==> src/rtl/dcache_controller.sv <==
// dcache_controller: direct-mapped, write-back, write-allocate data cache controller
// Ports:
//   clk, rst_n                   clock and asynchronous active-low reset
//   cpu_read, cpu_write          load/store request (store wins when both are high)
//   cpu_addr, cpu_wdata          word address and store data
//   cpu_rdata, cpu_stall         load data and request-not-complete
//   mem_write                    line writeback strobe
//   mem_read_address             word address of the line being filled
//   mem_write_address/_data      word address and contents of the line being written back
//   mem_read_data                fill line, valid one cycle after mem_read_address
module dcache_controller #(
    parameter int INDEX_BITS = 4
) (
    input  logic         clk,
    input  logic         rst_n,
    input  logic         cpu_read,
    input  logic         cpu_write,
    input  logic [31:0]  cpu_addr,
    input  logic [31:0]  cpu_wdata,
    output logic [31:0]  cpu_rdata,
    output logic         cpu_stall,
    output logic         mem_write,
    output logic [31:0]  mem_read_address,
    output logic [31:0]  mem_write_address,
    output logic [127:0] mem_write_data,
    input  logic [127:0] mem_read_data
);
    localparam int LINES = 1 << INDEX_BITS;
    localparam int TAG_W = 30 - INDEX_BITS;
    localparam logic [1:0] COMPARE   = 2'd0;
    localparam logic [1:0] WRITEBACK = 2'd1;
    localparam logic [1:0] FILL_REQ  = 2'd2;
    localparam logic [1:0] FILL_RESP = 2'd3;

    logic [1:0]            state;
    logic [LINES-1:0]      valid;
    logic [LINES-1:0]      dirty;
    logic [TAG_W-1:0]      tags  [LINES];
    logic [127:0]          lines [LINES];
    logic [INDEX_BITS-1:0] idx;
    logic [TAG_W-1:0]      tag;
    logic [6:0]            bit_off;
    logic                  req;
    logic                  hit;

    assign idx     = cpu_addr[INDEX_BITS+1:2];
    assign tag     = cpu_addr[31:INDEX_BITS+2];
    assign bit_off = {cpu_addr[1:0], 5'b0};
    assign req     = cpu_read | cpu_write;
    assign hit     = valid[idx] && (tags[idx] == tag);

    always_comb begin
        // Stall drops the instant reset asserts, even if a request is still held.
        cpu_stall         = rst_n && ((state != COMPARE) || (req && !hit));
        cpu_rdata         = (state == COMPARE && cpu_read && !cpu_write && hit) ? lines[idx][bit_off +: 32] : 32'h0;
        mem_write         = (state == WRITEBACK);
        mem_write_address = mem_write ? {tags[idx], idx, 2'b00} : 32'h0;
        mem_write_data    = mem_write ? lines[idx] : 128'h0;
        mem_read_address  = (state == FILL_REQ || state == FILL_RESP) ? {cpu_addr[31:2], 2'b00} : 32'h0;
    end

    always_ff @(posedge clk or negedge rst_n) begin
        if (!rst_n) begin
            state <= COMPARE;
            valid <= '0;
            dirty <= '0;
        end else if (state == COMPARE) begin
            if (req && hit && cpu_write)
                dirty[idx] <= 1'b1;
            else if (req && !hit)
                state <= (valid[idx] && dirty[idx]) ? WRITEBACK : FILL_REQ;
        end else if (state == WRITEBACK) begin
            state <= FILL_REQ;
        end else if (state == FILL_REQ) begin
            state <= FILL_RESP;
        end else begin
            valid[idx] <= 1'b1;
            dirty[idx] <= 1'b0;
            state      <= COMPARE;
        end
    end

    // Tag and data arrays carry no reset; valid bits alone qualify their contents.
    always_ff @(posedge clk) begin
        if (state == COMPARE && cpu_write && hit) begin
            lines[idx][bit_off +: 32] <= cpu_wdata;
        end else if (state == FILL_RESP) begin
            lines[idx] <= mem_read_data;
            tags[idx]  <= tag;
        end
    end
endmodule

==> config.mk <==
export PLATFORM = sky130hd
export DESIGN_NAME = dcache_controller
export DESIGN_NICKNAME = d
export VERILOG_FILES = /design/src/rtl/dcache_controller.sv
export SDC_FILE = /design/constraint.sdc
export NUM_CORES = 2
export LEC_CHECK = 0
export CORE_ASPECT_RATIO = 0.75
export CORE_UTILIZATION = 65
export CTS_BUF_LIST = sky130_fd_sc_hd__clkbuf_8
export DETAILED_ROUTE_END_ITERATION = 8
export DONT_BUFFER_PORTS = 1
export PLACE_DENSITY = 0.81
export RECOVER_POWER = 50
export SLEW_MARGIN = 20
export SYNTH_ARGS = -nofsm -noshare
export SYNTH_HDL_FRONTEND = slang
export SYNTH_SLANG_ARGS = --single-unit
==> constraint.sdc <==
create_clock -name clk -period 6.8 [get_ports clk]
set_input_delay 0.34 -clock clk [delete_from_list [all_inputs] [get_ports clk]]
set_output_delay 0.34 -clock clk [all_outputs]
set_load 0.03 [all_outputs]
Yosys cells after proc, flatten, opt, wreduce, memory -nomap -nowiden
Memories as Yosys holds them, arrays and structs flattened.
Index checks and enable logic that the tools add are counted.
{"block": "classes", "add_sub_neg": 1, "n_lt_le_gt_ge": 2, "eq_ne": 9, "n_shift": 3, "mux": 153, "bitwise_logic": 136, "reduce_logical": 21}
{"op": "$mux W128", "count": 2}
{"op": "$mux W1", "count": 135}
{"op": "$or A1 B1 Y1", "count": 129}
{"op": "$shift A32 B9 Y128 const A", "count": 1}
{"op": "$shiftx A128 B8 Y32", "count": 1}
{"op": "$shiftx A32 B9 Y128", "count": 1}
{"op": "$mux W32", "count": 3}
{"op": "$mux W16", "count": 4}
{"op": "$or A16 B16 Y16", "count": 2}
{"op": "$eq A26 B26 Y1", "count": 1}
{"op": "$and A16 B16 Y16", "count": 1}
{"op": "$not A16 Y16", "count": 1}
{"op": "$logic_and A1 B1 Y1", "count": 12}
{"op": "$mux W2", "count": 6}
{"op": "$neg A7 Y9", "count": 1}
{"op": "$bmux W1 S4", "count": 2}
{"op": "$ne A2 B2 Y1 const B", "count": 3}
{"op": "$reduce_and A3 Y1", "count": 2}
{"op": "$lt A4 B5 Y1 const B", "count": 1}
{"op": "$demux W1 S4", "count": 1}
{"op": "$eq A2 B2 Y1 const B", "count": 2}
{"op": "$ge A4 B1 Y1 const B", "count": 1}
{"op": "$ne A2 B1 Y1 const B", "count": 2}
{"op": "$not A1 Y1", "count": 3}
{"op": "other kinds (6)", "count": 8}
{"block": "word_totals", "reg_bits": 34, "mem_bits_rw": 2464, "output_inout_bits": 226, "elab_cells": 330, "mem_count": 2}
{"memory": "lines", "words": 16, "word_bits": 128, "read_ports": 1, "rd_clocked_by_memory_dff": 0, "write_ports": 1, "line": "39", "text": "logic [127:0] lines [LINES];"}
{"memory": "tags", "words": 16, "word_bits": 26, "read_ports": 1, "rd_clocked_by_memory_dff": 0, "write_ports": 1, "line": "38", "text": "logic [TAG_W-1:0] tags [LINES];"}

Logic depth before layout (Yosys ltp)
{"block": "logic_depth", "word_depth": 9, "ltp_mapped": 16, "depth_no_buf": 11}

Worst setup path before layout
No wires, ideal clock.
{"block": "synth_timing", "path_type": "in2reg", "start": "input port cpu_addr[3]", "end": "memory lines[4][0], enable pin", "setup_ns": 0.433, "arrival_time_ns": 4.432, "required_ns": 6.367, "slack_ns": 1.935, "path_stages": 15, "path_buffers": 7, "path_cell_list": "buf_6 -> buf_6 -> buf_8 -> buf_6 -> buf_6 -> mux4_2 -> xnor2_1 -> o32ai_1 -> a311oi_1 -> nand4_1 -> nor3_1 -> nand4_2 -> clkbuf_1 -> clkbuf_1 -> o22ai_1"}
{"block": "synth_between", "elab_chain_len": 7}
{"element": "start, declared", "line": "18", "text": "input logic [31:0] cpu_addr,"}
{"element": "$mem_v2 Z16 W26 or $bmux W1 S4 (tied branches)"}
{"element": "$eq A26 B26 Y1 or $mux W1 (tied branches)", "line": "50", "text": "assign hit = valid[idx] && (tags[idx] == tag);"}
{"element": "$logic_and A1 B1 Y1", "line": "50"}
{"element": "$logic_and A1 B1 Y1", "line": "85", "text": "if (state == COMPARE && cpu_write && hit) begin"}
{"element": "$mux W1", "line": "85"}
{"element": "$mux W128 (implied by the code) or $mux W1 (tied branches)", "line": "86, 88"}
{"element": "$or A1 B1 Y1 (no line)"}
{"element": "end, declared", "line": "39"}
Parallel ways exist; a longest one is shown, timed or not. The select of a mux whose other input is x is not followed.

Final worst setup path
{"block": "layout_timing", "start": "input port cpu_addr[3]", "end": "output port cpu_rdata[11]"}
{"block": "layout_between", "elab_chain_len": 5}
{"element": "parallel branches: the longest is 4 deep, another holds $mem_v2 Z16 W128"}
{"element": "$mux W32 (*)", "line": "55", "text": "cpu_rdata = (state == COMPARE && cpu_read && !cpu_write && hit) ? lines[idx][bit_off +: 32] : 32'h0;"}
{"element": "end, declared", "line": "20", "text": "output logic [31:0] cpu_rdata,"}
Every way passes the cells marked *. The select of a mux whose other input is x is not followed.

==> key figures <==
Floorplan
  – Full die area: 0.156 mm²
  – Initial core utilization: 65.8%
  – Die Y: 343 µm
  – Core Region: 0.153 mm²
  – # IOs: 422
  – Die width: 456 µm
  – Num rows: 124

Timing
  – Worst Tran Pin Value: 2.24 ns
  – Max Fclk: 150 MHz
  – RSZ-0062 raised after global routing: no
  – Final hold vios: 0
  – Final Setup Violations: 0
  – Fin crit share: 98.0%
  – Skew final: 0.0635 ns
  – Relative slew slack: -49.2%
  – Setup TNS: 0 ns
  – Tmin final: 6.67 ns
  – Final Max Slew Viols: 455

Routing
  – WL final: 286000 µm
  – WL/cell: 38.9 µm
  – Routed Antenna Nets: 0
  – Drt drc: 0
  – Vias: 53200
  – Initial DRC count: 8894
  – Routed vias/inst: 7.22
  – Drt pass-1 iters: 6

Yosys
  – #FFs+latches synth: 2498
  – Post-synth cell types: 77
  – Seq/Total Area, Yosys: 74.4%
  – Cells after Synth: 4631
  – Post-synth EDFFs: 2464
  – Most used DFF post-synth: edfxtp_1
  – Avg Inst Size Synth: 21.7 µm²
  – Synth Cell Area: 0.101 mm²
  – Warnings from Yosys: 0
  – Async S/R FF share, synth: 1.36%

Layout
  – Area delta synth->final: 11.1%
  – Share of layout cells above drive strength 1: 26.3%
  – Final Instance Area: 0.112 mm²
  – Area of the multi-input gates: 0.0249 mm²
  – Register area: 0.0748 mm²
  – Non-filler cells, final: 7366
  – Layout fillers: 8215
  – Final nets: 5263

Worst setup path
  – CP bufs+invs: 5
  – Max incr delay on CP: 0.88 ns
  – CP top delay family: buffers and inverters
  – Kind of critical path: in2out
  – Flop2flop setup slack: 1.46 ns
  – Worst Path Arrival: 6.33 ns
  – Worst path required time: 6.46 ns
  – Most frequent CP cell: buf_16
  – Endpoint class of the critical path: output port
  – Slowest CP cell: buf_16
  – Worst path cell trace: buf_16 -> buf_16 -> buf_16 -> nand2_1 -> o22ai_1 -> or3_1 -> o2111a_1 -> o21ai_1 -> nor2_1 -> and3_1 -> nand4b_1 -> buf_8 -> buf_4 -> nor2b_1
  – Crit path max fanout: 222
  – CP Launch Type: primary input

Global route
  – Total GRT Usage: 36.6%
  – First-pass GRT wire length: 393000 µm
  – Initial antenna violation count: 60
  – Number of global-route vias before repair: 52200
  – Largest net degree at the start of global routing: 644
  – Total gr overflow: 0

Hold path
  – Min-delay worst type: in2reg

Clock tree
  – Post_cts resized: 0
  – Clk slew on worst S/H paths: 0.06 ns
  – Clk_lat worst skew: 1.05 ns
  – CTS buffer count: 370
  – Clock buffer depth: 4
  – Clock root buffer: clkbuf_8
  – Hold buffer count at CTS: 195
  – Postcts setup bufs: 0
  – Num Clock Sinks: 2498
  – CTS tree: done
  – H-tree depth: 5

Pwr
  – Logic pwr share: 13.8%
  – P_leak: 36.1 nW
  – Internal power: 24.9 mW
  – Maximum vdd ir drop: 0.000237 V
  – Psw: 9.20 mW
  – Seq pwr share: 54.3%
  – Switch share: 27.0%
  – Clk network pwr share: 32.0%
  – Power Density: 305 mW/mm²

Status
  – Failing checks: capacitance limit, slew limit
  – Status: complete, but fails checks

Placed design
  – Placed Cells: 6497
  – Port Buf Inserts: 0
  – Placed Area: 0.104 mm²
  – Gpl congestion: 0.905
  – Detailed Place HPWL: 170000 µm

Run
  – Max-cap violations: 10
-- cells by family after synthesis --
family                   synth area share [%]
flip-flops                               74.4
multiplexers                             18.1
adder cells (fa/ha/maj)                 0.124
AO/OA/AOI/OAI                            2.83
AND/OR/NAND/NOR                          2.76
XOR/XNOR                                0.270
other                                 0.00373
buffers and inverters                    1.56
-- worst reg2reg max path: stages, from the launching register on --
cell and delay, ns:
edfxtp_1 0.42, mux4_2 0.50, mux2i_1 0.29, mux2i_1 0.22, xnor2_1 0.39, nand3_1 0.20
nor3_2 0.16, nand4_1 0.40, buf_12 0.45, o22ai_1 0.83, clkbuf_1 1.07
-- state kept, by name, indices dropped and copies added, names as in the netlist, named ones only --
| name | cells |
|---|---|
| lines | 2048 |
| tags | 416 |
| valid | 16 |
| state | 2 |
-- area by class of cell --
| cell class | instances | share of cell area [%] |
|---|---|---|
| sequential | 2498 | 66.9 |
| multi-input combinational | 1818 | 22.2 |
| clock buffer | 373 | 4.59 |
| timing repair buffer | 346 | 2.80 |
| tap | 2016 | 2.26 |
| clock inverter | 244 | 1.03 |
| antenna | 48 | 0.107 |
| inverter | 23 | 0.0783 |
-- metrics by stage --
| stage | power, mW | setup WS, ns | util (%) | hold slack [ns] |
|---|---|---|---|---|
| 2_1_floorplan | 21.7 | 1.93 | - | 0.0444 |
| 3_3_place_gp | 22.9 | 1.05 | 67.9 | 0.0513 |
| 3_5_place_dp | 23.1 | 1.70 | 67.9 | 0.0523 |
| 4_1_cts | 33.8 | 1.27 | 73.3 | 0.0445 |
| 5_1_grt | 34.9 | 0.129 | 73.1 | 0.123 |
| 6_report | 34.1 | 0.134 | 73.1 | 0.172 |
-- cell usage in the layout (no fill, tap or decap), types with 10 or more instances in the layout --
master,instances
dlygate4sd3_1,193
a211oi_1,12
nor2_4,16
nor2_1,65
o22ai_4,29
o22ai_1,38
mux2_2,26
xnor2_1,22
and2_1,10
mux4_2,749
edfxtp_1,2464
a22o_1,133
o22ai_2,10
nand2_1,139
nor4_1,18
a22oi_1,24
a21oi_1,20
dfrtp_1,34
clkbuf_2,29
nand2b_1,11
clkbuf_8,373
nor2b_1,83
diode_2,48
and2_0,130
mux2i_1,96
clkinv_1,98
inv_1,129
a21o_1,33
nor3_1,11
buf_4,84
clkinv_2,20
clkbuf_1,24
-- layer usage --
| metal | GRT usage [%] | vias up | part of all wire (%) |
|---|---|---|---|
| li1 | - | 20500 | - |
| met1 | 48.6 | 27200 | 33 |
| met2 | 53.7 | 4592 | 46 |
| met3 | 11.9 | 876 | 14 |
| met4 | 21.8 | 26 | 7.0 |
| met5 | 1.15 | - | 0.14 |
-- power groups by stage --
stage / sequential [mW] / clock (mW) / combinational (mW)
after detailed placement: 18.8 / 0 / 4.29
after global placement: 18.7 / 0 / 4.12
final: 18.5 / 10.9 / 4.70
after floorplan: 18.7 / 0 / 3.00
after global routing: 18.5 / 11.5 / 4.85
after CTS: 18.5 / 10.9 / 4.48
-- path summary, 6_finish.rpt --
path	from	endpoint	cells past startpoint
setup / recovery	cpu_addr[3]	cpu_rdata[11]	14
hold / removal	cpu_addr[31]	state[1]$_DFFE_PN0P_	5
setup reg to reg	tags[0][20]$_DFFE_PP_	lines[1][88]$_DFFE_PP_	10
hold reg to reg	valid[11]$_DFFE_PN0P_	valid[11]$_DFFE_PN0P_	1
max in group asynchronous	rst_n	valid[7]$_DFFE_PN0P_	4
min in group asynchronous	rst_n	state[0]$_DFFE_PN0P_	4
-- cells in the mapped netlist (all sizes together), types with 3 or more instances --
master     n  area [µm²]
edfxtp  2464       74000
a22o     133        1160
nand4      7        50.1
o31ai      8         101
xor2       9        78.8
a32oi      4        35.0
dfrtp     34         851
nor4      19         125
xnor2     22         193
mux4     749       16900
o22ai     77         482
clkbuf   125         469
a21o      33         248
a221oi     4        41.3
and3       8        50.1
o21ai     13        65.1
a21oi     20         100
o32ai      5        43.8
o2111a     3        33.8
a211oi    12        90.1
o211a      3        30.0
mux2i     97         983
nor3      13        70.1
nand2b    11        68.8
o311ai     3        26.3
nor2      83         314
nand3      7        35.0
and2     141         885
a21boi     3        22.5
nand2    140         526
nor2b     91         569
ha        10         125
inv       21        78.8
a22oi     24         180
mux2      30         338
buf      170        1020
Power figures use the tool's default switching activity.
